File: config.mk
export PLATFORM = sky130hd
export DESIGN_NAME = io_intr_unit
export DESIGN_NICKNAME = d
export VERILOG_FILES = /design/src/rtl/bc_pkg.sv /design/src/rtl/io_tx_fsm.sv /design/src/rtl/io_intr_unit.sv
export SDC_FILE = /design/constraint.sdc
export NUM_CORES = 1
export LEC_CHECK = 0
export CORE_MARGIN = 2
export CORE_UTILIZATION = 50
export CTS_BUF_LIST = sky130_fd_sc_hd__clkbuf_4 sky130_fd_sc_hd__clkbuf_8
export DETAILED_ROUTE_END_ITERATION = 8
export DONT_BUFFER_PORTS = 1
export GPL_TIMING_DRIVEN = 1
export PLACE_DENSITY = 0.76
export SLEW_MARGIN = 20
export SYNTH_ARGS = -nofsm -noshare
export SYNTH_HDL_FRONTEND = slang
export SYNTH_SLANG_ARGS = --single-unit
File: constraint.sdc
create_clock -name clk -period 3.8 [get_ports clk]
set_input_delay 0.76 -clock clk [delete_from_list [all_inputs] [get_ports clk]]
set_output_delay 0.76 -clock clk [all_outputs]
set_load 0.02 [all_outputs]
File: src/rtl/bc_pkg.sv
// Shared constants for the basic-computer I/O and interrupt slice:
// IR[11:6] bit positions, transmit state encoding and default data width.
package bc_pkg;

    localparam int unsigned BC_DATA_W = 8;

    // Bit positions inside io_bits (IR[11:6]), MSB first
    localparam int unsigned IO_INP = 5;
    localparam int unsigned IO_OUT = 4;
    localparam int unsigned IO_SKI = 3;
    localparam int unsigned IO_SKO = 2;
    localparam int unsigned IO_ION = 1;
    localparam int unsigned IO_IOF = 0;

    // TX_IDLE corresponds to FGO = 1, TX_SEND to FGO = 0
    typedef enum logic {
        TX_IDLE = 1'b0,
        TX_SEND = 1'b1
    } tx_state_t;

endpackage

File: src/rtl/io_tx_fsm.sv
// Output side: OUTR, FGO (as the transmit state), valid/ready handshake
// toward the output device, and the sticky overrun flag.
module io_tx_fsm
    import bc_pkg::*;
#(
    parameter int unsigned DATA_W = BC_DATA_W
) (
    input  logic              clk,
    input  logic              rst_n,
    input  logic              out_cmd,
    input  logic [DATA_W-1:0] ac_lo,
    input  logic              tx_ready,
    output logic              tx_valid,
    output logic [DATA_W-1:0] tx_data,
    output logic              fgo,
    output logic              ovr_err
);

    tx_state_t         state_q, state_d;
    logic [DATA_W-1:0] outr_q, outr_d;
    logic              ovr_q, ovr_d;

    always_ff @(posedge clk or negedge rst_n) begin
        if (!rst_n) begin
            state_q <= TX_IDLE;
            outr_q  <= '0;
            ovr_q   <= 1'b0;
        end else begin
            state_q <= state_d;
            outr_q  <= outr_d;
            ovr_q   <= ovr_d;
        end
    end

    always_comb begin
        state_d  = state_q;
        outr_d   = outr_q;
        ovr_d    = ovr_q;
        tx_valid = 1'b0;
        case (state_q)
            TX_IDLE: begin
                if (out_cmd) begin
                    outr_d  = ac_lo;
                    state_d = TX_SEND;
                end
            end
            TX_SEND: begin
                tx_valid = 1'b1;
                if (tx_ready) begin
                    state_d = TX_IDLE;
                end
                // An OUT while busy is discarded; OUTR keeps the in-flight byte
                if (out_cmd) begin
                    ovr_d = 1'b1;
                end
            end
            default: state_d = TX_IDLE;
        endcase
    end

    assign tx_data = outr_q;
    assign fgo     = (state_q == TX_IDLE);
    assign ovr_err = ovr_q;

endmodule

File: src/rtl/io_intr_unit.sv
// Register-reference I/O instruction decode, input register/FGI,
// interrupt enable and interrupt request flip-flop R.
module io_intr_unit
    import bc_pkg::*;
#(
    parameter int unsigned DATA_W = BC_DATA_W
) (
    input  logic              clk,
    input  logic              rst_n,
    input  logic              io_exec,
    input  logic [5:0]        io_bits,
    input  logic              t012,
    input  logic              intr_ack,
    input  logic [DATA_W-1:0] ac_lo,
    output logic [DATA_W-1:0] inpr,
    output logic              inp_load,
    output logic              skip,
    output logic              intr_req,
    output logic              ien,
    input  logic              rx_valid,
    input  logic [DATA_W-1:0] rx_data,
    output logic              rx_ready,
    output logic              tx_valid,
    output logic [DATA_W-1:0] tx_data,
    input  logic              tx_ready,
    output logic              ovr_err
);

    logic              do_inp, do_out, do_ski, do_sko, do_ion, do_iof;
    logic              fgi_q;
    logic              fgo;
    logic [DATA_W-1:0] inpr_q;
    logic              ien_q;
    logic              r_q;

    // Priority decode: only the highest set bit of io_bits acts
    always_comb begin
        do_inp = 1'b0;
        do_out = 1'b0;
        do_ski = 1'b0;
        do_sko = 1'b0;
        do_ion = 1'b0;
        do_iof = 1'b0;
        if (io_exec) begin
            if (io_bits[IO_INP])      do_inp = 1'b1;
            else if (io_bits[IO_OUT]) do_out = 1'b1;
            else if (io_bits[IO_SKI]) do_ski = 1'b1;
            else if (io_bits[IO_SKO]) do_sko = 1'b1;
            else if (io_bits[IO_ION]) do_ion = 1'b1;
            else if (io_bits[IO_IOF]) do_iof = 1'b1;
        end
    end

    assign inp_load = do_inp;
    assign skip     = (do_ski & fgi_q) | (do_sko & fgo);
    assign rx_ready = ~fgi_q;

    // A byte accepted in the same cycle as a stale INP (FGI = 0) still sets FGI
    always_ff @(posedge clk or negedge rst_n) begin
        if (!rst_n) begin
            fgi_q  <= 1'b0;
            inpr_q <= '0;
        end else if (rx_valid && !fgi_q) begin
            fgi_q  <= 1'b1;
            inpr_q <= rx_data;
        end else if (do_inp) begin
            fgi_q  <= 1'b0;
        end
    end

    always_ff @(posedge clk or negedge rst_n) begin
        if (!rst_n) begin
            ien_q <= 1'b0;
            r_q   <= 1'b0;
        end else begin
            if (intr_ack)    ien_q <= 1'b0;
            else if (do_ion) ien_q <= 1'b1;
            else if (do_iof) ien_q <= 1'b0;

            if (intr_ack)                                r_q <= 1'b0;
            else if (!t012 && ien_q && (fgi_q || fgo))   r_q <= 1'b1;
        end
    end

    io_tx_fsm #(
        .DATA_W (DATA_W)
    ) u_tx_fsm (
        .clk      (clk),
        .rst_n    (rst_n),
        .out_cmd  (do_out),
        .ac_lo    (ac_lo),
        .tx_ready (tx_ready),
        .tx_valid (tx_valid),
        .tx_data  (tx_data),
        .fgo      (fgo),
        .ovr_err  (ovr_err)
    );

    assign inpr     = inpr_q;
    assign ien      = ien_q;
    assign intr_req = r_q;

endmodule
Yosys cells after proc, flatten, opt, wreduce, memory -nomap -nowiden
Index checks and enable logic that the tools add are counted.
- bitwise logic cells: 5
- reductions and logical operators: 11
- multiplexer cells: 38
- operator list (operator ; count):
    $mux W1 ; 37
    $reduce_and A2 Y1 ; 2
    $reduce_bool A2 Y1 ; 2
    $logic_and A1 B1 Y1 ; 3
    $reduce_bool A3 Y1 ; 1
    $and A1 B1 Y1 ; 2
    $logic_not A1 Y1 ; 2
    $not A1 Y1 ; 2
    $pmux W1 S2 ; 1
    $logic_or A1 B1 Y1 ; 1
    $or A1 B1 Y1 ; 1
- register bits: 21
- logic and storage cells: 61

Depth between registers and ports, before layout
Gate-level depths: netlist (run 1).
- word-level depth: 10
- mapped depth: 3
- gate-level depth less buffers: 3

By module
From an unflattened synthesis (run 1), not the netlist that was laid out.
- cell total of the unflattened synthesis: 62
- area total of the unflattened synthesis: 894.6 um2
- by module, submodules not included (module ; cells each ; area each (um2) ; sequential area each (um2) ; times used):
    io_intr_unit ; 39 ; 484.2 ; 275.3 ; 1
    io_tx_fsm ; 23 ; 410.4 ; 250.2 ; 1

Worst setup path after synthesis (run 1)
No wires, ideal clock.
- path kind: input -> output
- from: in io_bits[4]
- to: out skip
- stages: 2
- required time: 3.040 ns
- path slack: 1.646 ns
- arrival: 1.394 ns
- path buffers: 0
- path through: nor3b_1 nor2b_1
- cells in the longest elaborated chain, start to end: 5
- RTL lines (what ; RTL line ; source):
    start, declared ; io_intr_unit.sv:11 ; input logic [5:0] io_bits,
    $mux W1 ; io_intr_unit.sv:46 ; else if (io_bits[IO_OUT]) do_out = 1'b1;
    $mux W1 ; io_intr_unit.sv:45 ; if (io_bits[IO_INP]) do_inp = 1'b1;
    $mux W1 ; io_intr_unit.sv:44 ; if (io_exec) begin
    $and A1 B1 Y1 ; io_intr_unit.sv:55 ; assign skip = (do_ski & fgi_q) | (do_sko & fgo);
    $or A1 B1 Y1 * ; io_intr_unit.sv:55 ;
    end, declared ; io_intr_unit.sv:17 ; output logic skip,
Every way passes the cells marked *; elsewhere a longest branch is shown, timed or not.

Final worst setup path (run 1)
Ends and elaborated chain as after synthesis.

==> reports/metrics.yaml, run 1 <==
antenna_found_initial: 0
dp.cells: 73
overflow: 0
min_path_type: "primary input to async pin"
finalSetupViolCount: 0
numPortBuffers: 0
crit_arrival_ns: 1.49
syn_nets: 88
worst_setup_path_end_kind: "output pin"
routed_wl_um: 1350
vias_per_cell: 6.30
p_leak_nw: 0.398
clockRootBuffer: "clkbuf_4"
slowest_delay_ns: 0.40
core_area_mm2: 0.00156
tritoncts: "built"
worst_ep_required_time_ns: 3.04
final_net_count: 91
period_share: 0.591
seq_area_um2: 526
yosys.cell_types.count: 19
final.min_clock_period_ns: 2.25
synth_cells: 59
hold_viol: 0
critical_path.top_delay_family: "simple AND/OR/NAND/NOR gates"
fmax_ghz: 0.445
cts.repair.resized: 0
final_cells: 77
cts.htree.levels: 1
dpl.hpwl_um: 1050
final_common_cell: "dfrtp_1"
drc: 0
clock_skew_ns: 0.00417
rsz0062_at_grt: "false"
wl_met2_um: 688
worstPathMaxFanout: 3
ys_warn_count: 0
antenna-diode-count: 0
ant_nets: 0
grt_max_degree: 22
die_h_um: 45.4
synth_area_um2: 857
highest_layer: "met4"
cts_setup_buffers: 0
fillers: 137
first_pass_iters: 2
drv_slew: 0
grt_pass1_wl_um: 2100
place_ws_ns: 1.54
final_cell_mix: "dfrtp_1 (21), mux2_2 (16), inv_1 (4), clkbuf_4 (3)"
multi_input_area_um2: 313
rows: 14
vdd_drop_max_mv: 0.426
drtIter0Drc: 1
fin_ws_ns: 1.55
area_growth_pct: 5.11
slowest_stage: "nor2b_1"
vias: 485
tightest_slew_ns: 0.736
crit_buf_inv: 0
grt_usage: 0.147
place.gp.congestion: 0.539
tns_ns: 0
relSlewSlack: 0.508
wire_per_inst_um: 17.6
clkLatencyLatePin_ns: 0.29
ys_ff_latch: 21
path_cells: "nor3b_1, nor2b_1"
yosysSeqAreaShare: 0.613
clkSinkCount: 21
path_class: "primary input to output pin"
timing.critical_path.from_type: "primary input"
cts_buffers: 3
ioPinCount: 52
hold_buffers: 0
clk_pin_slew_worst_paths_ns: 0.11
wl_met1_um: 513
drive_gt1_frac: 0.361
grt_pass1_vias: 538
p_per_area_mw_per_mm2: 633
cts_buffer_depth: 2
status: "completed"
synth_area_per_cell_um2: 14.5
initial_core_util: 0.550
wl_met3_um: 139
die_w_um: 45.4
dieArea_mm2: 0.00206
maxCapViolations: 0
==> kinds of logic (layout without fill, tap and decap cells) <==
kind of cell,Yosys count,in the layout,synth area share
flip-flops,21,21,0.613
multiplexers,16,16,0.210
AND/OR/NAND/NOR,9,9,0.0774
AO/OA/AOI/OAI,7,7,0.0672
buffers and inverters,6,8,0.0321
==> synth_stat cells <==
library cell | count | area (µm²)
a41o_1 | 1 | 10.0
nor2_1 | 1 | 3.75
dfrtp_1 | 21 | 526
nand2_1 | 1 | 3.75
nor4bb_2 | 1 | 16.3
nor3b_1 | 2 | 15.0
mux2_2 | 16 | 180
a311o_1 | 1 | 10.0
buf_2 | 1 | 5.00
nand4b_1 | 1 | 8.76
and2_1 | 1 | 6.26
a21o_1 | 1 | 7.51
a21oi_1 | 1 | 5.00
nor2b_1 | 2 | 12.5
inv_1 | 4 | 15.0
buf_4 | 1 | 7.51
o21ba_2 | 1 | 10.0
a211oi_1 | 1 | 7.51
o21bai_1 | 1 | 7.51
==> layout make-up <==
cell class,count,share of cell area
sequential,21,0.583
multi-input combinational,32,0.347
clock buffer,3,0.0250
tap,16,0.0222
inverter,4,0.0167
clock inverter,1,0.00556
==> power by group <==
| group | switching [W] | internal (W) | leakage (nW) | total, W |
|---|---|---|---|---|
| logic | 0.0000283 | 0.0000499 | 0.128 | 0.0000782 |
| registers | 0.000108 | 0.000281 | 0.251 | 0.000389 |
| clock network | 0.0000645 | 0.0000392 | 0.0177 | 0.000104 |
==> routing by layer <==
metal  up-vias  track usage
li1        211            -
met1       239        0.152
met2        33        0.265
met3         2       0.0317
met4         0       0.0882
met5         -            0
==> worst paths after layout <==
check	start	to	slack, ns	depth (start not counted)
hold reg to reg	u_tx_fsm.ovr_err$_DFFE_PN0P_	u_tx_fsm.ovr_err$_DFFE_PN0P_	0.63	1
max in group asynchronous	rst_n	fgi_q$_DFFE_PN0P_	3.58	0
min in group clk	rx_data[4]	inpr[4]$_DFFE_PN0P_	0.60	1
setup / recovery	io_bits[4]	skip	1.55	2
hold / removal	rst_n	u_tx_fsm.tx_data[6]$_DFFE_PN0P_	0.14	0
setup reg to reg	u_tx_fsm.state_q$_DFF_PN0_	u_tx_fsm.tx_data[0]$_DFFE_PN0P_	2.15	2
==> state kept, by name, indices dropped and copies added (netlist names) <==
| name | count |
|---|---|
| u_tx_fsm.tx_data | 8 |
| fgi_q | 1 |
| u_tx_fsm.ovr_err | 1 |
| ien | 1 |
| intr_req | 1 |
| u_tx_fsm.state_q | 1 |
| inpr | 8 |
==> worst reg2reg max path: stages (launching register included) <==
cell	delay, ns
dfrtp_1	0.54
nor4bb_4	0.61
mux2_2	0.40
==> metrics by stage <==
stage / hold slack [ns] / utilization / power [W] / area, µm²
global route: 0.114 / 0.578 / 0.000598 / 901
finish: 0.138 / 0.578 / 0.000570 / 901
global placement: 0.465 / 0.555 / 0.000469 / 865
floorplan: 0.464 / - / 0.000456 / 857
CTS: 0.129 / 0.572 / 0.000578 / 892
detailed placement: 0.465 / 0.555 / 0.000474 / 865
(Power assumes the default switching activity.)
==> inputs of run 2 (changes only) <==
- clock period: 3.8 -> 2.2 ns (I/O delays scaled with it)
==> run 2 against run 1 <==
  * Global-route usage increased by 0.89 points
  * Utilization increased by 1.2 points
  * Critical path depth increased by 1
  * Flip-flop and latch count unchanged
  * Sequential share of layout area decreased by 1.2 points
  * Largest cell class unchanged
  * Largest power group unchanged
==> reports/metrics.yaml, run 2 (synthesis results as in run 1) <==
status: "completed"  # unchanged
maxCapViolations: 0  # unchanged
fillers: 131  # was 137
tns_ns: 0  # unchanged
core_area_mm2: 0.00156  # unchanged
initial_core_util: 0.550  # unchanged
drv_slew: 0  # unchanged
routed_wl_um: 1350  # about the same
tightest_slew_ns: 0.889  # was 0.736 ns
placed_area_um2: 880  # was 865 µm²
seq_area_um2: 526  # unchanged
antenna-diode-count: 0  # unchanged
clkLatencyLatePin_ns: 0.29  # about the same
fin_ws_ns: 0.323  # was 1.55 ns
final_util: 0.590  # was 0.578
dieArea_mm2: 0.00206  # unchanged
finalSetupViolCount: 0  # unchanged
multi_input_area_um2: 304  # was 313 µm²
final_net_count: 94  # was 91
die_h_um: 45.4  # unchanged
final_common_cell: "dfrtp_1"  # unchanged
wire_per_inst_um: 16.9  # was 17.6 µm
worst_ep_required_time_ns: 1.76  # was 3.04 ns
relSlewSlack: 0.406  # was 0.508
path_class: "flop to output pin"  # was primary input to output pin
timing.critical_path.from_type: "flop"  # was primary input
rows: 14  # unchanged
cts.repair.resized: 0  # unchanged
overflow: 0  # unchanged
cts_buffer_depth: 2  # unchanged
min_path_type: "primary input to flop"  # was primary input to async pin
first_pass_iters: 3  # was 2
final_cell_mix: "dfrtp_1 (21), mux2_2 (16), inv_1 (4), clkbuf_4 (4)"  # was dfrtp_1 (21), mux2_2 (16), inv_1 (4), clkbuf_4 (3)
tritoncts: "built"  # unchanged
place.gp.congestion: 0.540  # was 0.539
antenna_found_initial: 0  # unchanged
place_ws_ns: 0.554  # was 1.54 ns
hold_viol: 0  # unchanged
fmax_ghz: 0.533
cts.htree.levels: 1  # unchanged
clock_skew_ns: 0.00391  # was 0.00417 ns
drc: 0  # unchanged
vias_per_cell: 6.14  # was 6.30
clkSinkCount: 21  # unchanged
rsz0062_at_grt: "false"  # unchanged
cts_setup_buffers: 0  # unchanged
dpl.hpwl_um: 1090  # was 1050 µm
drtIter0Drc: 6  # was 1
stdcell_area_um2: 920  # was 901 µm²
numPortBuffers: 0  # unchanged
worst_setup_path_end_kind: "output pin"  # unchanged
clockRootBuffer: "clkbuf_4"  # unchanged
final.min_clock_period_ns: 1.88
vdd_drop_max_mv: 0.768  # was 0.426 mV
grt_pass1_wl_um: 2200  # was 2100 µm
area_growth_pct: 7.30  # was 5.11%
clk_pin_slew_worst_paths_ns: 0.10  # was 0.11 ns
grt_pass1_vias: 552  # was 538
grt_usage: 0.156  # was 0.147
worstPathMaxFanout: 6  # was 3
hold_buffers: 1  # was 0
vias: 491  # was 485
die_w_um: 45.4  # unchanged
cts_buffers: 3  # unchanged
crit_arrival_ns: 1.44  # was 1.49 ns
power_w: 0.00100  # was 0.000570 W
drive_gt1_frac: 0.375  # was 0.361
p_per_area_mw_per_mm2: 1090  # was 633 mW/mm²
period_share: 0.853
grt_max_degree: 22  # unchanged
ioPinCount: 52  # unchanged
p_leak_nw: 0.408  # was 0.398 nW
ant_nets: 0  # unchanged
-- run 2: layout make-up --
class,instances,area share
Clock buffer,4,0.0327
Inverter,4,0.0163
Multi-Input combinational cell,32,0.331
Sequential cell,21,0.571
Tap cell,16,0.0218
Timing Repair Buffer,3,0.0272
-- run 2: worst paths after layout --
path | start | endpoint | slack [ns] | cells past startpoint
worst min-delay path | ac_lo[4] | u_tx_fsm.tx_data[4]$_DFFE_PN0P_ | 0.29 | 1
min in group asynchronous | rst_n | u_tx_fsm.tx_data[5]$_DFFE_PN0P_ | 0.71 | 1
worst min register to register | u_tx_fsm.ovr_err$_DFFE_PN0P_ | u_tx_fsm.ovr_err$_DFFE_PN0P_ | 0.63 | 1
worst max-delay path | u_tx_fsm.state_q$_DFF_PN0_ | skip | 0.32 | 3
max in group asynchronous | rst_n | intr_req$_DFFE_PN0P_ | 0.94 | 1
worst max register to register | u_tx_fsm.state_q$_DFF_PN0_ | u_tx_fsm.tx_data[0]$_DFFE_PN0P_ | 0.71 | 3
-- run 2: power breakdown --
group          internal [W]  switching (W)
registers          0.000485       0.000187
clock network     0.0000827      0.0000983
logic             0.0000904      0.0000581
-- run 2: per-stage QoR --
step / cells / hold slack [ns]
6_report: 80 / 0.294
3_3_place_gp: 75 / 0.145
5_1_grt: 80 / 0.271
3_5_place_dp: 75 / 0.145
2_1_floorplan: 59 / 0.144
4_1_cts: 80 / 0.280
-- run 2: per-layer routing --
layer | wire, µm | GRT usage
met5 | 0 | 0
met4 | 8 | 0.0882
met3 | 154 | 0.0357
met1 | 513 | 0.172
met2 | 675 | 0.270
-- run 2: worst max-delay path, cell delays in order, from the launching register on --
cell and delay [ns]:
dfrtp_1 0.52, nor3b_1 0.23, a21oi_1 0.06, nor2b_1 0.34
==> inputs of run 3 (changes only) <==
- CORE_UTILIZATION: 50 -> 63
- PLACE_DENSITY: 0.76 -> 0.9
==> run 3 against run 2 <==
  * Sequential share of layout area grew 0.71 points
  * Clock power shrank 4%
  * Die area shrank 19%
  * Worst hold slack lost 0.0033 ns
  * Flip-flop and latch count is the same
  * Fmax shrank 1.5%
  * Largest power group unchanged
==> reports/metrics.yaml, run 3 (synthesis results as in run 1) <==
initial_core_util: 0.667  # was 0.550
hold_viol: 0  # unchanged
tns_ns: 0  # unchanged
drc: 0  # unchanged
dp.cells: 73  # was 75
dpl.hpwl_um: 1210  # was 1090 µm
clkLatencyLatePin_ns: 0.29  # about the same
worst_ep_required_time_ns: 1.76  # about the same
p_per_area_mw_per_mm2: 1090  # about the same
p_int_w: 0.000639  # was 0.000658 W
vdd_drop_max_mv: 0.643  # was 0.768 mV
stdcell_area_um2: 908  # was 920 µm²
finalSetupViolCount: 0  # unchanged
die_w_um: 40.9  # was 45.4 µm
clockRootBuffer: "clkbuf_4"  # unchanged
hold_slack_ns: 0.291  # was 0.294 ns
rsz0062_at_grt: "false"  # unchanged
drtIter0Drc: 1  # was 6
place_ws_ns: 0.599  # was 0.554 ns
antenna-diode-count: 0  # unchanged
drive_gt1_frac: 0.365  # was 0.375
first_pass_iters: 3  # unchanged
place.gp.congestion: 0.684  # was 0.540
cts_setup_buffers: 0  # unchanged
worst_setup_path_end_kind: "output pin"  # unchanged
wire_per_inst_um: 19.1  # was 16.9 µm
rows: 13  # was 14
fillers: 89  # was 131
p_leak_nw: 0.402  # was 0.408 nW
cts.htree.levels: 1  # unchanged
wl_met1_um: 526  # was 513 µm
dieArea_mm2: 0.00167  # was 0.00206 mm²
grt_usage: 0.200  # was 0.156
wl_met2_um: 813  # was 675 µm
final_cells: 78  # was 80
path_class: "flop to output pin"  # unchanged
placed_area_um2: 871  # was 880 µm²
highest_layer: "met4"  # unchanged
cts_buffer_depth: 2  # unchanged
numPortBuffers: 0  # unchanged
area_growth_pct: 5.99  # was 7.30%
vias: 469  # was 491
fmax_ghz: 0.525  # was 0.533 GHz
tightest_slew_ns: 0.894  # was 0.889 ns
grt_max_degree: 22  # unchanged
grt_pass1_vias: 499  # was 552
clkSinkCount: 21  # unchanged
seqPwrFrac: 0.676  # was 0.671
ioPinCount: 52  # unchanged
grt_pass1_wl_um: 2040  # was 2200 µm
final.min_clock_period_ns: 1.91  # was 1.88 ns
maxCapViolations: 0  # unchanged
cts.repair.resized: 0  # unchanged
clock_skew_ns: 0.00252  # was 0.00391 ns
fin_ws_ns: 0.294  # was 0.323 ns
final_cell_mix: "dfrtp_1 (21), mux2_2 (16), inv_1 (4), clkbuf_4 (3)"  # was dfrtp_1 (21), mux2_2 (16), inv_1 (4), clkbuf_4 (4)
ant_nets: 0  # unchanged
status: "completed"  # unchanged
relSlewSlack: 0.402  # was 0.406
multi_input_area_um2: 304  # unchanged
worstPathMaxFanout: 6  # unchanged
overflow: 0  # unchanged
p_sw_frac: 0.357  # was 0.343
final_net_count: 93  # was 94
seq_area_um2: 526  # unchanged
timing.critical_path.from_type: "flop"  # unchanged
tritoncts: "built"  # unchanged
antenna_found_initial: 0  # unchanged
clk_pin_slew_worst_paths_ns: 0.11  # was 0.10 ns
wl_met3_um: 141  # was 154 µm
cts_buffers: 3  # unchanged
clockPowerShare: 0.175  # was 0.181
min_path_type: "primary input to flop"  # unchanged
combPwrFrac: 0.149  # was 0.148
vias_per_cell: 6.01  # was 6.14
period_share: 0.866  # was 0.853
power_switching_w: 0.000354  # was 0.000344 W
drv_slew: 0  # unchanged
core_area_mm2: 0.00128  # was 0.00156 mm²
final_common_cell: "dfrtp_1"  # unchanged
routed_wl_um: 1490  # was 1350 µm
crit_arrival_ns: 1.47  # was 1.44 ns
die_h_um: 40.9  # was 45.4 µm
[run 3: changes by cell type in the layout (fill, tap and decap cells not counted)]
cell and change:
clkbuf_4 -1, buf_4 -1, clkinv_2 +1
[run 3: path summary, 6_finish.rpt]
kind / from / to / slack (ns) / cells after the start
worst max-delay path: u_tx_fsm.state_q$_DFF_PN0_ / skip / 0.29 / 3
worst min-delay path: ac_lo[5] / u_tx_fsm.tx_data[5]$_DFFE_PN0P_ / 0.29 / 1
worst max register to register: u_tx_fsm.state_q$_DFF_PN0_ / u_tx_fsm.tx_data[4]$_DFFE_PN0P_ / 0.68 / 3
worst min register to register: u_tx_fsm.ovr_err$_DFFE_PN0P_ / u_tx_fsm.ovr_err$_DFFE_PN0P_ / 0.64 / 1
max in group asynchronous: rst_n / inpr[2]$_DFFE_PN0P_ / 0.95 / 1
min in group asynchronous: rst_n / inpr[7]$_DFFE_PN0P_ / 0.71 / 1
[run 3: layout make-up]
type / count / share of cell area
Multi-Input combinational cell: 32 / 0.335
Inverter: 4 / 0.0165
Timing Repair Buffer: 2 / 0.0193
Tap cell: 15 / 0.0207
Clock inverter: 1 / 0.00551
Sequential cell: 21 / 0.579
Clock buffer: 3 / 0.0248
[run 3: power groups by stage]
stage	Combinational, W	Sequential [W]	Clock (W)
floorplan	0.000126	0.000662	0
global placement	0.000132	0.000675	0
detailed placement	0.000144	0.000683	0
CTS	0.000152	0.000674	0.000183
global route	0.000161	0.000689	0.000203
finish	0.000148	0.000672	0.000174
[run 3: critical path, cell delays in order (launching register included)]
cell	delay [ns]
dfrtp_1	0.53
nor3b_1	0.24
a21oi_1	0.06
nor2b_1	0.34
[run 3: per-layer routing]
layer,vias up,GRT usage
li1,213,-
met1,224,0.189
met2,30,0.387
met3,2,0.0598
met4,0,0.0833
met5,-,0
[run 3: repair_timing]
item	in CTS	in global routing
endpoints found under the hold margin	21	0
setup endpoints to repair	0	0
hold buffers	1	0
[run 3: metrics by stage]
| step | util | power [W] |
|---|---|---|
| 2_1_floorplan | - | 0.000788 |
| 3_3_place_gp | 0.678 | 0.000807 |
| 3_5_place_dp | 0.678 | 0.000827 |
| 4_1_cts | 0.707 | 0.00101 |
| 5_1_grt | 0.707 | 0.00105 |
| 6_report | 0.707 | 0.000994 |
